### src/rtl/dft_resp_pkg.sv
// Shared types and sizing helpers for the DFT-port scan responders.
package dft_resp_pkg;

  localparam int unsigned C_WORD_W = 32;

  typedef enum logic [1:0] {
    ST_IDLE   = 2'd0,
    ST_SHIFT  = 2'd1,
    ST_COMMIT = 2'd2
  } state_e;

  // Number of packed words needed to carry a chain of len bits.
  function automatic int unsigned c_nwords(input int unsigned len);
    return (len + C_WORD_W - 1) / C_WORD_W;
  endfunction

  // Counter width able to hold the values 0..len inclusive.
  function automatic int unsigned c_cnt_w(input int unsigned len);
    return (len < 1) ? 1 : $clog2(len + 1);
  endfunction

endpackage

### src/rtl/scan_word_packer.sv
// Serial-to-parallel packer: collects sampled chain bits LSB-first into
// 32-bit words and presents each completed word with a one-cycle strobe.
module scan_word_packer
  import dft_resp_pkg::*;
#(
  parameter int unsigned P_CHAIN_LEN = 100
) (
  input  logic                clk,
  input  logic                reset,
  input  logic                sample_i,
  input  logic                bit_i,
  input  logic                clear_i,
  output logic [C_WORD_W-1:0] word_o,
  output logic                strobe_o,
  output logic                last_c_o
);

  localparam int unsigned C_CNT_W = c_cnt_w(P_CHAIN_LEN);
  localparam int unsigned C_POS_W = $clog2(C_WORD_W);

  logic [C_CNT_W-1:0]  bit_cnt_q, bit_cnt_d;
  logic [C_WORD_W-1:0] pack_q, pack_d;
  logic [C_WORD_W-1:0] word_q, word_d;
  logic [C_WORD_W-1:0] pack_with_bit;
  logic                strobe_q, strobe_d;
  logic [C_POS_W-1:0]  pos;
  logic                word_done;

  assign pos       = C_POS_W'(bit_cnt_q);
  assign last_c_o  = sample_i && (bit_cnt_q == C_CNT_W'(P_CHAIN_LEN - 1));
  assign word_done = sample_i && ((pos == C_POS_W'(C_WORD_W - 1)) || last_c_o);

  // Pack register is zeroed after every word, so a short final word is zero-padded.
  always_comb begin
    pack_with_bit      = pack_q;
    pack_with_bit[pos] = bit_i;
    bit_cnt_d          = bit_cnt_q;
    pack_d             = pack_q;
    word_d             = word_q;
    strobe_d           = 1'b0;
    if (clear_i) begin
      bit_cnt_d = '0;
      pack_d    = '0;
    end else if (sample_i) begin
      bit_cnt_d = bit_cnt_q + C_CNT_W'(1);
      pack_d    = word_done ? '0 : pack_with_bit;
      if (word_done) begin
        word_d   = pack_with_bit;
        strobe_d = 1'b1;
      end
    end
  end

  always_ff @(posedge clk or posedge reset) begin
    if (reset) begin
      bit_cnt_q <= '0;
      pack_q    <= '0;
      word_q    <= '0;
      strobe_q  <= 1'b0;
    end else begin
      bit_cnt_q <= bit_cnt_d;
      pack_q    <= pack_d;
      word_q    <= word_d;
      strobe_q  <= strobe_d;
    end
  end

  assign word_o   = word_q;
  assign strobe_o = strobe_q;

endmodule

### src/rtl/dft_scan_unload_responder.sv
// Per-chain DFT unload responder: accepts an unload op, shifts the chain out
// into packed 32-bit words, then holds a commit until the prewrapper acks it.
module dft_scan_unload_responder
  import dft_resp_pkg::*;
#(
  parameter int unsigned P_CHAIN_LEN = 100,
  parameter bit          P_ROTATE    = 1'b1
) (
  input  logic                clk,
  input  logic                reset,
  input  logic                dft_val_op,
  output logic                dft_op_ack,
  output logic [C_WORD_W-1:0] dft_output_data,
  output logic                dft_output_strobe,
  output logic                dft_op_commit,
  input  logic                dft_commit_ack,
  output logic                scan_en,
  input  logic                scan_so,
  output logic                scan_si,
  output logic                busy
);

  state_e state_q;
  logic   sample_c;
  logic   clear_c;
  logic   last_c;

  assign sample_c = (state_q == ST_SHIFT) && scan_en;
  assign clear_c  = (state_q == ST_COMMIT) && dft_commit_ack;
  assign scan_si  = P_ROTATE ? scan_so : 1'b0;

  scan_word_packer #(
    .P_CHAIN_LEN(P_CHAIN_LEN)
  ) u_packer (
    .clk      (clk),
    .reset    (reset),
    .sample_i (sample_c),
    .bit_i    (scan_so),
    .clear_i  (clear_c),
    .word_o   (dft_output_data),
    .strobe_o (dft_output_strobe),
    .last_c_o (last_c)
  );

  // SHIFT lingers one cycle with scan_en low so the last strobe precedes the commit.
  always_ff @(posedge clk or posedge reset) begin
    if (reset) begin
      state_q       <= ST_IDLE;
      dft_op_ack    <= 1'b0;
      dft_op_commit <= 1'b0;
      scan_en       <= 1'b0;
      busy          <= 1'b0;
    end else begin
      dft_op_ack <= 1'b0;
      case (state_q)
        ST_IDLE: begin
          if (dft_val_op) begin
            state_q    <= ST_SHIFT;
            dft_op_ack <= 1'b1;
            scan_en    <= 1'b1;
            busy       <= 1'b1;
          end
        end
        ST_SHIFT: begin
          if (last_c) begin
            scan_en <= 1'b0;
          end else if (!scan_en) begin
            state_q       <= ST_COMMIT;
            dft_op_commit <= 1'b1;
          end
        end
        ST_COMMIT: begin
          if (dft_commit_ack) begin
            state_q       <= ST_IDLE;
            dft_op_commit <= 1'b0;
            busy          <= 1'b0;
          end
        end
        default: begin
          state_q       <= ST_IDLE;
          dft_op_commit <= 1'b0;
          scan_en       <= 1'b0;
          busy          <= 1'b0;
        end
      endcase
    end
  end

endmodule

### config.mk
export PLATFORM = sky130hd
export DESIGN_NAME = dft_scan_unload_responder
export DESIGN_NICKNAME = d
export VERILOG_FILES = /design/src/rtl/dft_resp_pkg.sv /design/src/rtl/scan_word_packer.sv /design/src/rtl/dft_scan_unload_responder.sv
export SDC_FILE = /design/constraint.sdc
export NUM_CORES = 1
export LEC_CHECK = 0
export CAP_MARGIN = 20
export CORE_UTILIZATION = 45
export CTS_CLUSTER_DIAMETER = 200
export CTS_CLUSTER_SIZE = 25
export DETAILED_ROUTE_END_ITERATION = 8
export PLACE_DENSITY = 0.67
export SYNTH_ARGS = -nofsm -noshare
export SYNTH_HDL_FRONTEND = slang
export SYNTH_SLANG_ARGS = --single-unit
### constraint.sdc
create_clock -name clk -period 3.6 [get_ports clk]
set_input_delay 0.72 -clock clk [delete_from_list [all_inputs] [get_ports clk]]
set_output_delay 0.72 -clock clk [all_outputs]
set_load 0.02 [all_outputs]
Word-level counts from Yosys, hierarchy flattened
Cells that the tools add are included.

storage, ports and cells
  register bits after elaboration = 78
  bits of input ports = 5
  output and inout port bits = 38
  word-level logic and storage cells = 64

cells by class
  add/subtract/negate cells = 1
  magnitude comparators = 2
  equal/unequal tests = 9
  muxes and demuxes = 26
  bitwise logic cells = 4
  reduce and logical (&&, ||, !) cells = 13

operator list
  kind                   number
  $mux W32               3
  $bwmux W32             1
  $mux W7                2
  $mux W1                11
  $pmux W1 S3            3
  $reduce_and A3 Y1      3
  $mux W2                4
  $ne A2 B2 Y1 const B   4
  $reduce_and A4 Y1      2
  $add A7 B1 Y7 const B  1
  $eq A7 B7 Y1 const B   1
  $lt A5 B6 Y1 const B   1
  $pmux W2 S3            1
  $demux W1 S5           1
  $eq A5 B5 Y1 const B   1
  $ge A5 B1 Y1 const B   1
  $logic_and A1 B1 Y1    5
  $not A1 Y1             4
  $eq A2 B1 Y1 const B   1
  $eq A2 B2 Y1 const B   1
  $logic_not A2 Y1       1
  $ne A2 B1 Y1 const B   1
  $reduce_bool A2 Y1     1
  $logic_or A1 B1 Y1     1

Longest topological paths before layout
  depth after elaboration = 8
  mapped depth = 7
  gate-level depth less buffers = 6

Hierarchy
From an unflattened synthesis, not the netlist that was laid out.

unflattened totals
  cell total of the unflattened synthesis = 355
  area, all modules = 3818.7 um^2

by module, submodules not included
  module                     times used  cells each  area an instance (um^2)  seq. area each (um^2)
  scan_word_packer           1           329         3534.6                   1801.7
  dft_scan_unload_responder  1           26          284.0                    150.1

Worst setup path after synthesis
No wires, ideal clock.

  kind = reg-to-reg
  start = register u_packer.bit_cnt_q[0]
  end = register u_packer.word_q[8], in the netlist u_packer.word_o[8]
  library setup time = 125 ps
  arrival = 1677 ps
  data required time = 3475 ps
  setup slack = 1798 ps
  cell stages (with the launch flop) = 8
  path buffers = 1
  period minus slack after synthesis = 1802 ps
  path through = dfrtp_1 -> ha_1 -> and3_1 -> ha_1 -> a21oi_4 -> nand2b_4 -> buf_2 -> o21ai_1

between the ends
  cells in the longest elaborated chain, start to end = 5
  elaborated cells on any way between the ends = 12
  classes of those cells = 2 x order compare; 2 x eq/ne; 3 x mux; 5 x reduce/logical

ends and longest elaborated chain
  what                                                                 line                                            RTL
  start, declared                                                      scan_word_packer.sv:21                          logic [C_CNT_W-1:0] bit_cnt_q, bit_cnt_d;
  start signal, assigned                                               scan_word_packer.sv:61                          bit_cnt_q <= bit_cnt_d;
  $lt A5 B6 Y1 (not written as such) (tied with other cells)           scan_word_packer.sv:36                          pack_with_bit[pos] = bit_i;
  $logic_and A1 B1 Y1 (on tied branches)                               scan_word_packer.sv:36, scan_word_packer.sv:30
  $mux W1 (not written as such) or $logic_or A1 B1 Y1 (tied branches)  scan_word_packer.sv:36, scan_word_packer.sv:31
  $demux W1 S5 or $logic_and A1 B1 Y1 (tied branches)                  --
  $bwmux W32 or $reduce_and A3 Y1 (tied branches)                      --
  end signal, assigned                                                 scan_word_packer.sv:63                          word_q <= word_d;
  end, declared                                                        scan_word_packer.sv:23                          logic [C_WORD_W-1:0] word_q, word_d;

Parallel ways exist; a longest one is shown, timed or not.
A chain may end at the register's enable or synchronous reset.

Worst setup path after layout
  start = input port scan_so
  end = output port scan_si

RTL lines
  what             line                             RTL
  start, declared  dft_scan_unload_responder.sv:18  input logic scan_so,
  end, declared    dft_scan_unload_responder.sv:19  output logic scan_si,

No word-level cell between the ends.

==> results.cfg <==
[synthesis]
synth.top_cells.by_area = dfrtp_1 54%, mux2i_1 8.9%, o21ai_1 8.3%
synthCells = 360
synth.cell_area_mm2 = 0.00360
synth_edf_count = 0
ys_seq_area_frac = 0.542
yosysTopAreaCell = dfrtp_1
yosysWarnings = 0
netlist-cell-type-count = 33
synthFlopType = dfrtp_1
synthArstFlopShare = 1.00
ys_ff_latch = 78
synth_top_area_frac = 0.542
syn_nets = 371
syn_avg_cell_area_um2 = 10.0

[global_route]
antenna_found_initial = 0
grt_overflow = 0
grt_pass1_vias = 2636
groute.usage.overall = 0.195
grt_max_degree = 48
grt_pass1_wl_mm = 12.8

[setup_path]
worstReg2RegStart = u_packer.bit_cnt_q[0]$_DFFE_PP0P_
crit_top_cell = clkdlybuf4s50_1
crit_arrival_ns = 1.80
crit_chain = clkdlybuf4s50_1 > clkdlybuf4s50_1
ff2ff_setup_slack_ns = 1.41
cpPeakStageDelay_ns = 0.60
crit_family = buffers and inverters
critPathSlowestCell = clkdlybuf4s50_1
cp-end-kind = output pin
worstPathRequired_ns = 2.88
path_class = input port to output pin
cp-start-kind = input port
cp_max_fo = 2
worstReg2RegEnd = u_packer.pack_q[19]$_DFFE_PP0P_
cp_num_buf_inv = 2
ff2ff_path_depth = 6

[drt]
drc = 0
drtIter0Drc = 146
finalWirelength_mm = 7.46
dr_total_vias = 2717
wl_per_cell_um = 15.0
firstDrtPassIters = 4
viasPerCell = 5.47
antenna_left = 0

[floorplanning]
coreArea_mm2 = 0.00773
die-width_um = 91.5
design.die.area_mm2 = 0.00837
initial_core_util = 0.466
row_count = 32
fp.dieH_um = 91.5
pin_count = 43

[power_and_ir_drop]
p_total_mw = 3.93
power_switching_mw = 1.64
switching_share = 0.418
pwr-share-seq = 0.380
p_int_mw = 2.29
clockPowerShare = 0.164
leakage_nw = 1.81
p_per_area_mw_per_mm2 = 921
combPwrFrac = 0.455
vdd_drop_max_mv = 0.350

[clock_network]
clkLatencyLatePin_ns = 0.35
cts_buffers = 9
cts-root-buf = clkbuf_8
cts_resized = 0
clock-sinks = 78
cts_tree = built
postCtsSetupBuffers = 0
clk_pin_slew_ns = 0.08
htree_levels = 3
ctsHoldBuffers = 0
clk_path_buf_depth = 2

[final_layout]
finalNetCount = 402
antenna_cells = 0
multi_input_area_mm2 = 0.00149
ff_latch_area_mm2 = 0.00195
final_cell_mix = 78 x dfrtp_1, 60 x o21ai_1, 42 x clkdlybuf4s50_1, 39 x nand2_1, 39 x o21ai_0
n_fill_cell = 681
stdcell_area_mm2 = 0.00427
final_util = 0.552
area_growth_pct = 18.4
final_common_cell = dfrtp_1
drive_gt1_frac = 0.0684

[run]
cap_violations = 0

[sta]
tns_ns = 0
rsz0062_at_grt = false
fin_skew_ns = 0.00704
hold_viol = 0
timing.fmax_mhz = 396
report.final.slew_viol_count = 0
worst_pin_slew_ns = 0.690
finalCriticalPeriod_ns = 2.52
max_slew_margin = 0.540
finalSetupViolations = 0
period_share = 0.701
setup_slack_ns = 1.08

[place]
postPlaceCellArea_mm2 = 0.00408
globalplace.congestion = 0.730
io_buffers = 42
dp_hpwl_mm = 4.73
pre_cts_slack_ns = 1.08

[hold_path]
min-delay-start = u_packer.pack_q[31]$_DFFE_PP0P_
hp-class = flop to flop
hold_depth = 2
min_to = u_packer.pack_q[31]$_DFFE_PP0P_

[run_status]
status = complete, no violations
-- worst register-to-register path, cell delays in order, from the launching register on --
cell	delay, ns
dfrtp_1	0.47
ha_1	0.34
and3_1	0.23
ha_1	0.21
a21oi_4	0.15
nand2_2	0.39
o21ai_0	0.33
-- cell families after synthesis --
group | Yosys count | synth area share
simple gates | 99 | 0.135
mux | 32 | 0.0889
flops | 78 | 0.542
buf+inv | 33 | 0.0455
fa+ha+maj | 6 | 0.0208
compound gates | 108 | 0.158
xor+xnor | 4 | 0.00972
-- power by group through the flow --
stage | Clock, mW | Combinational (mW) | Sequential, mW
finish | 0.646 | 1.79 | 1.49
global route | 0.691 | 1.98 | 1.55
CTS | 0.658 | 1.81 | 1.49
detailed placement | 0 | 1.80 | 1.51
global placement | 0 | 1.73 | 1.49
floorplan | 0 | 1.02 | 1.65
-- cell usage after synthesis, drive strengths merged (7+ instances only) --
library cell	count
dfrtp	78
o21ai	99
nand2	40
nor2	24
inv	7
mux2i	32
clkbuf	8
nand3	9
buf	18
nand2b	7
-- final cells by class --
type | count | area share
clock buffer | 11 | 0.0331
multi-input combinational | 249 | 0.349
sequential | 78 | 0.458
tap | 102 | 0.0299
clock inverter | 4 | 0.0111
inverter | 7 | 0.00616
timing repair buffer | 46 | 0.113
-- registers in the layout (all words and copies together) (netlist names) --
register and count:
u_packer.strobe_o 1, u_packer.word_o 32, scan_en 1, state_q 2, u_packer.pack_q 32, busy 1, u_packer.bit_cnt_q 7, dft_op_commit 1
dft_op_ack 1
-- metrics by stage --
stage | cells | hold slack [ns]
3_3_place_gp | 481 | 0.462
4_1_cts | 497 | 0.489
6_report | 497 | 0.484
3_5_place_dp | 482 | 0.471
5_1_grt | 497 | 0.506
2_1_floorplan | 360 | 0.448
-- metal layers --
layer,share of wire,vias to the layer above,routed length (um),global-route usage
li1,-,1302,-,-
met1,0.49,1354,3640,0.268
met2,0.46,50,3430,0.303
met3,0.035,11,262,0.0343
met4,0.018,0,131,0.0833
met5,0,-,0,0
-- worst max-delay path by stage --
stage                                   to    start  cells past startpoint  slack, ns
after floorplan           busy$_DFFE_PP0P_    reset                      1       0.88
after global placement             scan_si  scan_so                      2       1.08
after global routing               scan_si  scan_so                      2       1.06
after detailed placement           scan_si  scan_so                      2       1.08
after CTS                          scan_si  scan_so                      2       1.07
final                              scan_si  scan_so                      2       1.08
(Power assumes the default switching activity.)
